--- src/rtl/reg_writeback_queue_pkg.sv ---
// Shared constants for the register write-back queue.
//   DEF_ADDR_W / DEF_DATA_W / DEF_DEPTH : default geometry
//   NUM_REGS                            : architectural register count
//   ZERO_REG                            : hard-wired zero register number
package reg_writeback_queue_pkg;

  localparam int unsigned NUM_REGS   = 32;
  localparam int unsigned DEF_ADDR_W = $clog2(NUM_REGS);
  localparam int unsigned DEF_DATA_W = 32;
  localparam int unsigned DEF_DEPTH  = 4;

  localparam logic [DEF_ADDR_W-1:0] ZERO_REG = 5'd0;

endpackage

--- src/rtl/reg_writeback_queue_if.sv ---
// Bundle of the decode, result-bus and register-file-write signals of the write-back queue.
//   master : the queue itself (drives stall/busy/ready, write port and count)
//   slave  : the environment (decode, producer) facing the queue
interface reg_writeback_queue_if
  import reg_writeback_queue_pkg::*;
#(
  parameter int unsigned DEPTH  = DEF_DEPTH,
  parameter int unsigned DATA_W = DEF_DATA_W,
  parameter int unsigned ADDR_W = DEF_ADDR_W
);

  logic              Issue_Valid;
  logic [ADDR_W-1:0] Issue_Reg_Num;
  logic              Issue_Stall;
  logic [ADDR_W-1:0] Src_Reg_Num_1;
  logic [ADDR_W-1:0] Src_Reg_Num_2;
  logic              Src_Busy_1;
  logic              Src_Busy_2;
  logic              Result_Valid;
  logic [ADDR_W-1:0] Result_Reg_Num;
  logic [DATA_W-1:0] Result_Data;
  logic              Result_Ready;
  logic [ADDR_W-1:0] Write_Reg_Num;
  logic [DATA_W-1:0] Write_Data;
  logic              RegWrite;
  logic [$clog2(DEPTH):0] Queue_Count;

  modport master (
    input  Issue_Valid, Issue_Reg_Num, Src_Reg_Num_1, Src_Reg_Num_2,
           Result_Valid, Result_Reg_Num, Result_Data,
    output Issue_Stall, Src_Busy_1, Src_Busy_2, Result_Ready,
           Write_Reg_Num, Write_Data, RegWrite, Queue_Count
  );

  modport slave (
    output Issue_Valid, Issue_Reg_Num, Src_Reg_Num_1, Src_Reg_Num_2,
           Result_Valid, Result_Reg_Num, Result_Data,
    input  Issue_Stall, Src_Busy_1, Src_Busy_2, Result_Ready,
           Write_Reg_Num, Write_Data, RegWrite, Queue_Count
  );

endinterface

--- src/rtl/reg_writeback_queue_wb_fifo.sv ---
// Synchronous DEPTH-entry FIFO with registered occupancy count.
//   clk, rst_n   : clock, async active-low reset (empties the FIFO)
//   push_i/data  : write an entry (ignored when full)
//   pop_i        : drop the head (ignored when empty); pop_data_o is the current head
//   count_o      : entries held after the last edge
//   empty_o      : no entries held
module wb_fifo #(
  parameter int unsigned DEPTH = 4,
  parameter int unsigned WIDTH = 37
) (
  input  logic                   clk,
  input  logic                   rst_n,
  input  logic                   push_i,
  input  logic [WIDTH-1:0]       push_data_i,
  input  logic                   pop_i,
  output logic [WIDTH-1:0]       pop_data_o,
  output logic [$clog2(DEPTH):0] count_o,
  output logic                   empty_o
);

  localparam int unsigned PtrW = $clog2(DEPTH);
  localparam int unsigned CntW = PtrW + 1;

  logic [WIDTH-1:0] mem_q [DEPTH];
  logic [PtrW-1:0]  wr_ptr_q, wr_ptr_d;
  logic [PtrW-1:0]  rd_ptr_q, rd_ptr_d;
  logic [CntW-1:0]  count_q, count_d;
  logic             full;
  logic             push_eff;
  logic             pop_eff;

  assign full     = (count_q == CntW'(DEPTH));
  assign empty_o  = (count_q == '0);
  assign push_eff = push_i && !full;
  assign pop_eff  = pop_i && !empty_o;

  always_comb begin
    wr_ptr_d = wr_ptr_q;
    rd_ptr_d = rd_ptr_q;
    count_d  = count_q;
    if (push_eff) wr_ptr_d = wr_ptr_q + PtrW'(1);
    if (pop_eff)  rd_ptr_d = rd_ptr_q + PtrW'(1);
    unique case ({push_eff, pop_eff})
      2'b10:   count_d = count_q + CntW'(1);
      2'b01:   count_d = count_q - CntW'(1);
      default: count_d = count_q;
    endcase
  end

  always_ff @(posedge clk or negedge rst_n) begin
    if (!rst_n) begin
      wr_ptr_q <= '0;
      rd_ptr_q <= '0;
      count_q  <= '0;
    end else begin
      wr_ptr_q <= wr_ptr_d;
      rd_ptr_q <= rd_ptr_d;
      count_q  <= count_d;
    end
  end

  // Storage needs no reset: entries are only visible through valid pointers.
  always_ff @(posedge clk) begin
    if (push_eff) mem_q[wr_ptr_q] <= push_data_i;
  end

  assign pop_data_o = mem_q[rd_ptr_q];
  assign count_o    = count_q;

endmodule

--- src/rtl/reg_writeback_queue.sv ---
// Register write-back queue: buffers execute/memory results and drives the register
// file write port at most once per clock, with a per-register pending scoreboard for
// decode RAW/WAW stalls.
//   clk, rst_n : clock, async active-low reset
//   bus        : decode issue/source lookups, result handshake, register file write
//                port (Write_Reg_Num, Write_Data, RegWrite) and Queue_Count
module reg_writeback_queue
  import reg_writeback_queue_pkg::*;
#(
  parameter int unsigned DEPTH  = DEF_DEPTH,
  parameter int unsigned DATA_W = DEF_DATA_W,
  parameter int unsigned ADDR_W = DEF_ADDR_W
) (
  input  logic                 clk,
  input  logic                 rst_n,
  reg_writeback_queue_if.master bus
);

  localparam int unsigned NumRegs = 1 << ADDR_W;
  localparam int unsigned CntW    = $clog2(DEPTH) + 1;
  localparam int unsigned EntryW  = ADDR_W + DATA_W;

  logic [EntryW-1:0] head;
  logic              fifo_empty;
  logic              accept;
  logic              push;
  logic              pop;
  logic              commit_hit;
  logic              issue_set;

  logic [NumRegs-1:0] pending_q, pending_d;
  logic [ADDR_W-1:0]  wr_num_q;
  logic [DATA_W-1:0]  wr_data_q;
  logic               regwrite_q;

  // No pop pass-through: a full queue refuses even when it drains this edge.
  assign bus.Result_Ready = (bus.Queue_Count < CntW'(DEPTH));
  assign accept = bus.Result_Valid && bus.Result_Ready;
  // r0 results complete the handshake but are dropped.
  assign push   = accept && (bus.Result_Reg_Num != ADDR_W'(ZERO_REG));
  assign pop    = !fifo_empty;

  wb_fifo #(
    .DEPTH(DEPTH),
    .WIDTH(EntryW)
  ) u_wb_fifo (
    .clk        (clk),
    .rst_n      (rst_n),
    .push_i     (push),
    .push_data_i({bus.Result_Reg_Num, bus.Result_Data}),
    .pop_i      (pop),
    .pop_data_o (head),
    .count_o    (bus.Queue_Count),
    .empty_o    (fifo_empty)
  );

  // A register committing this edge may be re-issued in the same cycle.
  assign commit_hit      = regwrite_q && (wr_num_q == bus.Issue_Reg_Num);
  assign bus.Issue_Stall = pending_q[bus.Issue_Reg_Num] && !commit_hit;
  assign issue_set       = bus.Issue_Valid && !bus.Issue_Stall &&
                           (bus.Issue_Reg_Num != ADDR_W'(ZERO_REG));

  assign bus.Src_Busy_1 = pending_q[bus.Src_Reg_Num_1] &&
                          (bus.Src_Reg_Num_1 != ADDR_W'(ZERO_REG));
  assign bus.Src_Busy_2 = pending_q[bus.Src_Reg_Num_2] &&
                          (bus.Src_Reg_Num_2 != ADDR_W'(ZERO_REG));

  // Clear first, then set, so a coincident issue keeps the bit.
  always_comb begin
    pending_d = pending_q;
    if (regwrite_q) pending_d[wr_num_q] = 1'b0;
    if (issue_set)  pending_d[bus.Issue_Reg_Num] = 1'b1;
  end

  always_ff @(posedge clk or negedge rst_n) begin
    if (!rst_n) begin
      pending_q  <= '0;
      regwrite_q <= 1'b0;
      wr_num_q   <= '0;
      wr_data_q  <= '0;
    end else begin
      pending_q  <= pending_d;
      regwrite_q <= pop;
      if (pop) begin
        wr_num_q  <= head[EntryW-1:DATA_W];
        wr_data_q <= head[DATA_W-1:0];
      end
    end
  end

  assign bus.RegWrite      = regwrite_q;
  assign bus.Write_Reg_Num = wr_num_q;
  assign bus.Write_Data    = wr_data_q;

endmodule

--- src/flat_wrapper.sv ---
// flat-port wrapper written by rule: the top's interface ports become plain ports
module reg_writeback_queue_flat import reg_writeback_queue_pkg::*;
#(
  parameter int unsigned DEPTH  = DEF_DEPTH,
  parameter int unsigned DATA_W = DEF_DATA_W,
  parameter int unsigned ADDR_W = DEF_ADDR_W
)
  (clk, rst_n, bus_Issue_Valid, bus_Issue_Reg_Num, bus_Src_Reg_Num_1, bus_Src_Reg_Num_2, bus_Result_Valid, bus_Result_Reg_Num, bus_Result_Data, bus_Issue_Stall, bus_Src_Busy_1, bus_Src_Busy_2, bus_Result_Ready, bus_Write_Reg_Num, bus_Write_Data, bus_RegWrite, bus_Queue_Count);
  reg_writeback_queue_if #(.DEPTH(DEPTH), .DATA_W(DATA_W), .ADDR_W(ADDR_W)) bus_i ();
  input  logic clk;
  input  logic rst_n;
  input wire logic [$bits(bus_i.Issue_Valid)-1:0] bus_Issue_Valid;
  input wire logic [$bits(bus_i.Issue_Reg_Num)-1:0] bus_Issue_Reg_Num;
  input wire logic [$bits(bus_i.Src_Reg_Num_1)-1:0] bus_Src_Reg_Num_1;
  input wire logic [$bits(bus_i.Src_Reg_Num_2)-1:0] bus_Src_Reg_Num_2;
  input wire logic [$bits(bus_i.Result_Valid)-1:0] bus_Result_Valid;
  input wire logic [$bits(bus_i.Result_Reg_Num)-1:0] bus_Result_Reg_Num;
  input wire logic [$bits(bus_i.Result_Data)-1:0] bus_Result_Data;
  output wire logic [$bits(bus_i.Issue_Stall)-1:0] bus_Issue_Stall;
  output wire logic [$bits(bus_i.Src_Busy_1)-1:0] bus_Src_Busy_1;
  output wire logic [$bits(bus_i.Src_Busy_2)-1:0] bus_Src_Busy_2;
  output wire logic [$bits(bus_i.Result_Ready)-1:0] bus_Result_Ready;
  output wire logic [$bits(bus_i.Write_Reg_Num)-1:0] bus_Write_Reg_Num;
  output wire logic [$bits(bus_i.Write_Data)-1:0] bus_Write_Data;
  output wire logic [$bits(bus_i.RegWrite)-1:0] bus_RegWrite;
  output wire logic [$bits(bus_i.Queue_Count)-1:0] bus_Queue_Count;
  assign bus_i.Issue_Valid = bus_Issue_Valid;
  assign bus_i.Issue_Reg_Num = bus_Issue_Reg_Num;
  assign bus_i.Src_Reg_Num_1 = bus_Src_Reg_Num_1;
  assign bus_i.Src_Reg_Num_2 = bus_Src_Reg_Num_2;
  assign bus_i.Result_Valid = bus_Result_Valid;
  assign bus_i.Result_Reg_Num = bus_Result_Reg_Num;
  assign bus_i.Result_Data = bus_Result_Data;
  assign bus_Issue_Stall = bus_i.Issue_Stall;
  assign bus_Src_Busy_1 = bus_i.Src_Busy_1;
  assign bus_Src_Busy_2 = bus_i.Src_Busy_2;
  assign bus_Result_Ready = bus_i.Result_Ready;
  assign bus_Write_Reg_Num = bus_i.Write_Reg_Num;
  assign bus_Write_Data = bus_i.Write_Data;
  assign bus_RegWrite = bus_i.RegWrite;
  assign bus_Queue_Count = bus_i.Queue_Count;
  reg_writeback_queue #(.DEPTH(DEPTH), .DATA_W(DATA_W), .ADDR_W(ADDR_W)) u_core (.clk(clk), .rst_n(rst_n), .bus(bus_i));
endmodule
--- config.mk ---
export PLATFORM = sky130hd
export DESIGN_NAME = reg_writeback_queue_flat
export DESIGN_NICKNAME = d
export VERILOG_FILES = /design/src/rtl/reg_writeback_queue_pkg.sv /design/src/rtl/reg_writeback_queue_if.sv /design/src/rtl/reg_writeback_queue_wb_fifo.sv /design/src/rtl/reg_writeback_queue.sv /design/src/flat_wrapper.sv
export SDC_FILE = /design/constraint.sdc
export NUM_CORES = 1
export LEC_CHECK = 0
export ABC_AREA = 1
export CORE_MARGIN = 5
export CORE_UTILIZATION = 43
export DETAILED_ROUTE_END_ITERATION = 8
export PLACE_DENSITY = 0.74
export SLEW_MARGIN = 20
export SYNTH_ARGS = -nofsm -noshare
export SYNTH_HDL_FRONTEND = slang
export SYNTH_HIERARCHICAL = 1
export SYNTH_SLANG_ARGS = --single-unit
--- constraint.sdc ---
create_clock -name clk -period 8.85 [get_ports clk]
set_input_delay 0.885 -clock clk [delete_from_list [all_inputs] [get_ports clk]]
set_output_delay 0.885 -clock clk [all_outputs]
set_load 0.02 [all_outputs]
After elaboration in Yosys (flattened, before gate mapping):

Memory sizes are Yosys's and may differ from the RTL's. A register that Yosys moved wholly into a read port is not among the register bits.
Index checks and enable logic that the tools add are counted.

* register bits: 40
* memory bits (writable): 148
* output and inout bits: 45
* logic and storage cells: 62
* memories: 1

Memory list
* u_core.u_wb_fifo.mem_q: words 4, width 37, rd ports 1, clocked after Yosys merged registers in 1, write ports 1, line reg_writeback_queue_wb_fifo.sv:24 `logic [WIDTH-1:0] mem_q [DEPTH];`

* add/subtract/negate cells: 4
* magnitude comparators: 7
* equal/unequal tests: 4
* multiplexer cells: 15
* bitwise operators: 3
* reductions and logical operators: 23

Operators by type and width (count)
* $mux 32: 2
* $and 32x32->32: 1
* $not 32->32: 1
* $or 32x32->32: 1
* $lt 5x6->1 const B: 4
* $reduce_bool 5->1: 4
* $bmux 1 s5: 3
* $logic_and 1x1->1: 11
* $demux 1 s5: 2
* $ge 5x1->1 const B: 2
* $mux 1: 7
* $logic_not 1->1: 6
* $pmux 3 s2: 1
* $eq 5x5->1: 1
* $add 2x1->2 const B: 2
* $add 3x1->3 const B: 1
* $eq 3x3->1 const B: 1
* $logic_not 3->1: 1
* $lt 3x3->1 const B: 1
* $sub 3x1->3 const B: 1
* $eq 2x1->1 const B: 1
* $eq 2x2->1 const B: 1
* $reduce_bool 2->1: 1

Longest topological paths before layout:

* depth after elaboration: 9
* depth in mapped cells: 16

By module:

The synthesis kept the hierarchy.

Modules (own cells, without submodules)
* wb_fifo: times used 1, cells each 492, area an instance 6341.1 um2
* reg_writeback_queue: times used 1, cells each 599, area an instance 4062.6 um2

Worst setup path after synthesis:

OpenSTA, ideal clock, no wires.

* path kind: input port to flip-flop
* start: in bus_Result_Reg_Num[3]
* end: mem u_core.u_wb_fifo.mem_q[0][0] (enable)
* setup time: 0.431 ns
* data arrival time: 2.882 ns
* data required time: 8.419 ns
* slack: 5.536 ns
* cell stages on the path: 5
* path through: or3_1 o311ai_0 inv_1 nand2_1 nor2_1

* cells in the longest elaborated chain, start to end: 5

Ends and longest elaborated chain
* start, declared: line flat_wrapper.sv:17 `input wire logic [$bits(bus_i.Result_Reg_Num)-1:0] bus_Result_Reg_Num;`
* $reduce_bool 5->1: line reg_writeback_queue.sv:40 `assign push = accept && (bus.Result_Reg_Num != ADDR_W'(ZERO_REG));`
* $logic_and 1x1->1: line reg_writeback_queue.sv:40
* via u_core.push: line reg_writeback_queue.sv:26 `logic push;`
* $logic_and 1x1->1: line reg_writeback_queue_wb_fifo.sv:34 `assign push_eff = push_i && !full;`
* $mux 1: line reg_writeback_queue_wb_fifo.sv:64 `if (push_eff) mem_q[wr_ptr_q] <= push_data_i;`
* $mux 1 (not written as such): line reg_writeback_queue_wb_fifo.sv:64
* end, declared: line reg_writeback_queue_wb_fifo.sv:24

The timed path passes the listed nets, and every way through them passes these cells.

Worst setup path in the final report:

* start: in bus_Issue_Reg_Num[0]
* end: out bus_Issue_Stall

* cells in the longest elaborated chain, start to end: 4

Ends and longest elaborated chain
* start, declared: line flat_wrapper.sv:13 `input wire logic [$bits(bus_i.Issue_Reg_Num)-1:0] bus_Issue_Reg_Num;`
* parallel branches: the longest is 3 deep, another holds $bmux 1 s5
* $logic_and 1x1->1 *: line reg_writeback_queue.sv:59 `assign bus.Issue_Stall = pending_q[bus.Issue_Reg_Num] && !commit_hit;`
* end, declared: line flat_wrapper.sv:19 `output wire logic [$bits(bus_i.Issue_Stall)-1:0] bus_Issue_Stall;`

Mark *: on every way between the ends. The select of a mux whose other input is x is not followed.

==> results.toml <==
[layout]
fillCellCount = 2193
diodes = 0
fin_util = 0.510
fin_area_mm2 = 0.0123
seq_area_mm2 = 0.00637
multi_input_comb_area_mm2 = 0.00322
drive_gt1_frac = 0.0463
fin_cells = 1511
nets = 1233
syn_to_final_growth_pct = 18.2

[job]
cap_violations = 0

[yosys]
ys_async_sr_fraction = 0.342
synth-simple-area-share = 0.190
synth.most_common_cell = "nand2_1"
synth_adder_area_share = 0.00794
yosysTopAreaCellShare = 0.427
seq_area_frac_synth = 0.612
synthCells = 1091
synth_top_area_cell = "edfxtp_1"
yosys_most_used_dff = "edfxtp_1"
synthXorXnorAreaFrac = 0.000842
synthTopCellsByCount = "nand2_1 (359), edfxtp_1 (148), inv_1 (135), o211ai_1 (87), dfrtp_1 (77)"
synthesis.nets = 1153
synth_edf_count = 148
synth_top_family_by_area = "simple AND/OR/NAND/NOR gates"
syn_avg_cell_area_um2 = 9.54
synthTopCellsByArea = "edfxtp_1 (43%), dfrtp_1 (19%), nand2_1 (13%), o211ai_1 (6.3%), inv_1 (4.9%)"
synth_warnings = 6
muxShareOfSynthArea = 0
synth_compound_area_frac = 0.108
ys_types = 27
ys_ff_latch = 225
synth_area_mm2 = 0.0104

[worst_setup_path]
worstPathMaxFanout = 32
slowest_delay_ns = 0.98
start_kind = "input pin"
crit_slowest_cell = "clkdlybuf4s50_1"
path_cells = "clkdlybuf4s50_1 > inv_2 > nand2_1 > nand2_1 > nand2_1 > nand2_1 > nand2_1 > nand2_1 > nor2_1 > nand2_1 > nand2_2 > inv_1 > clkdlybuf4s50_1"
crit_path_end_kind = "primary output"
crit_arrival_ns = 3.82
r2r-start = "u_core/u_wb_fifo/count_o[0]"
path_common_cell = "nand2_1"
path_class = "in -> out"
required_ns = 7.97
setup.worst_path.start = "bus_Issue_Reg_Num[0]"

[global_routing]
overflow = 0
grt_max_degree = 101
grt_first_pass_wirelength_mm = 37.9
grt_usage = 0.172
grt_pass1_vias = 7480
grt_antenna_before_repair = 0

[placed_design]
dp.final_hpwl_mm = 14.8
place_inst = 1470
port_buffers = 100
place_area_mm2 = 0.0116
gp_congestion = 0.916
pre_cts_slack_ns = 4.12

[die]
row_count = 57
io_pins = 101
dieHeight_um = 166
die_w_um = 166
die_area_mm2 = 0.0274
core-area_mm2 = 0.0241
start_util = 0.432

[min_path]
hold_class = "in -> async"

[clock_tree]
cts_max_level = 1
cts.sinks = 225
cts_resized = 0
clk_latency_ns = 0.49
clock_tree.buffer_depth = 3
root_buffer = "clkbuf_16"
postCtsSetupRepairBufs = 0
tritoncts = "done"
cts_buffers = 23
clk_pin_slew_worst_paths_ns = 0.06
holdBufCountCts = 0

[power]
power_mw = 4.01
power.density_mw_per_mm2 = 326
power_leakage_nw = 5.17
vdd_drop_max_mv = 0.191

[sta]
relSlewSlack = 0.305
tns_ns = 0
min_period_ns = 4.70
whs_ns = 0.277
rsz0062_at_grt = "false"
finalCritPeriodShare = 0.531
skew_ns = 0.0154
finalHoldViolCount = 0
tightest_slew_ns = 1.04
setup_slack_ns = 4.15
drv_slew = 0
max_freq_mhz = 213
finalSetupViolations = 0

[routing]
ant_nets = 0
drtIter0Drc = 564
wl_mm = 23.5
num_vias = 7725
first_pass_iters = 6
drc = 0
viasPerCell = 5.11
wl_per_cell_um = 15.5

[status]
status = "completed"
==> layout make-up <==
type	count	area share
timing repair buffer	109	0.0867
inverter	139	0.0425
clock inverter	11	0.00570
tap	324	0.0330
multi-input combinational	673	0.262
clock buffer	30	0.0522
sequential	225	0.518
==> flip-flops by register name (all words and copies together), names as in the netlist <==
name	cells
u_core/pending_q	32
u_core/bus.Write_Reg_Num	5
u_core/u_wb_fifo/mem_q	148
u_core/bus.RegWrite	1
u_core/bus.Write_Data	32
u_core/u_wb_fifo/count_o	3
u_core/u_wb_fifo/rd_ptr_q	2
u_core/u_wb_fifo/wr_ptr_q	2
==> worst paths after layout <==
path                       depth (start not counted)                           to  slack (ns)
max reg2reg                                       14  u_core/u_wb_fifo/count_o[2]        6.43
min reg2reg                                        2    u_core/bus.Write_Data[21]        0.48
min                                                1     u_core/bus.Write_Data[7]        0.28
max in group asynchronous                          2         u_core/pending_q[21]        7.53
max                                               13              bus_Issue_Stall        4.15
min in group clk                                   2    u_core/bus.Write_Data[21]        0.48
==> routing by layer <==
layer | global-route usage | part of all wire
met1 | 0.229 | 0.43
met2 | 0.289 | 0.47
met3 | 0.0303 | 0.068
met4 | 0.0547 | 0.028
met5 | 0 | 0
==> cell usage in the layout, fill, tap and decap left out <==
cell / count
fa_1: 1
clkbuf_1: 3
nor2_1: 42
or3_1: 1
o211ai_1: 87
nor3_1: 9
nand4_1: 32
inv_1: 134
ha_1: 5
o21ai_0: 68
clkdlybuf4s50_1: 99
clkbuf_8: 4
dfrtp_1: 77
clkinv_2: 5
o311ai_0: 1
nand3b_1: 1
edfxtp_1: 148
buf_4: 10
clkinv_4: 1
nor2_4: 4
clkinv_1: 3
xnor2_1: 1
o22ai_1: 4
inv_2: 2
a21oi_1: 17
nand2_2: 1
nand2_1: 359
clkinvlp_4: 5
clkbuf_16: 23
nand3_1: 39
o21a_1: 1
==> power by group <==
group          leakage (nW)  switching [mW]  internal [mW]  total [mW]
registers              2.26           0.201           1.42        1.62
logic                  2.57           0.967          0.537        1.50
clock network         0.338           0.374          0.512       0.887
==> worst max-delay path, delay by kind of cell <==
kind / cells / cell delay (ns)
buffers and inverters: 4 / 1.94
AND/OR/NAND/NOR: 9 / 0.97
==> kinds of logic after synthesis <==
kind of cell | count (synthesis)
and+or+nand+nor | 488
xor gates and xnor gates | 1
buffers and inverters | 193
AOI/OAI and AO/OA | 178
adders and majority gates | 6
DFF | 225
Note: power is estimated with default switching activity, not from simulation.
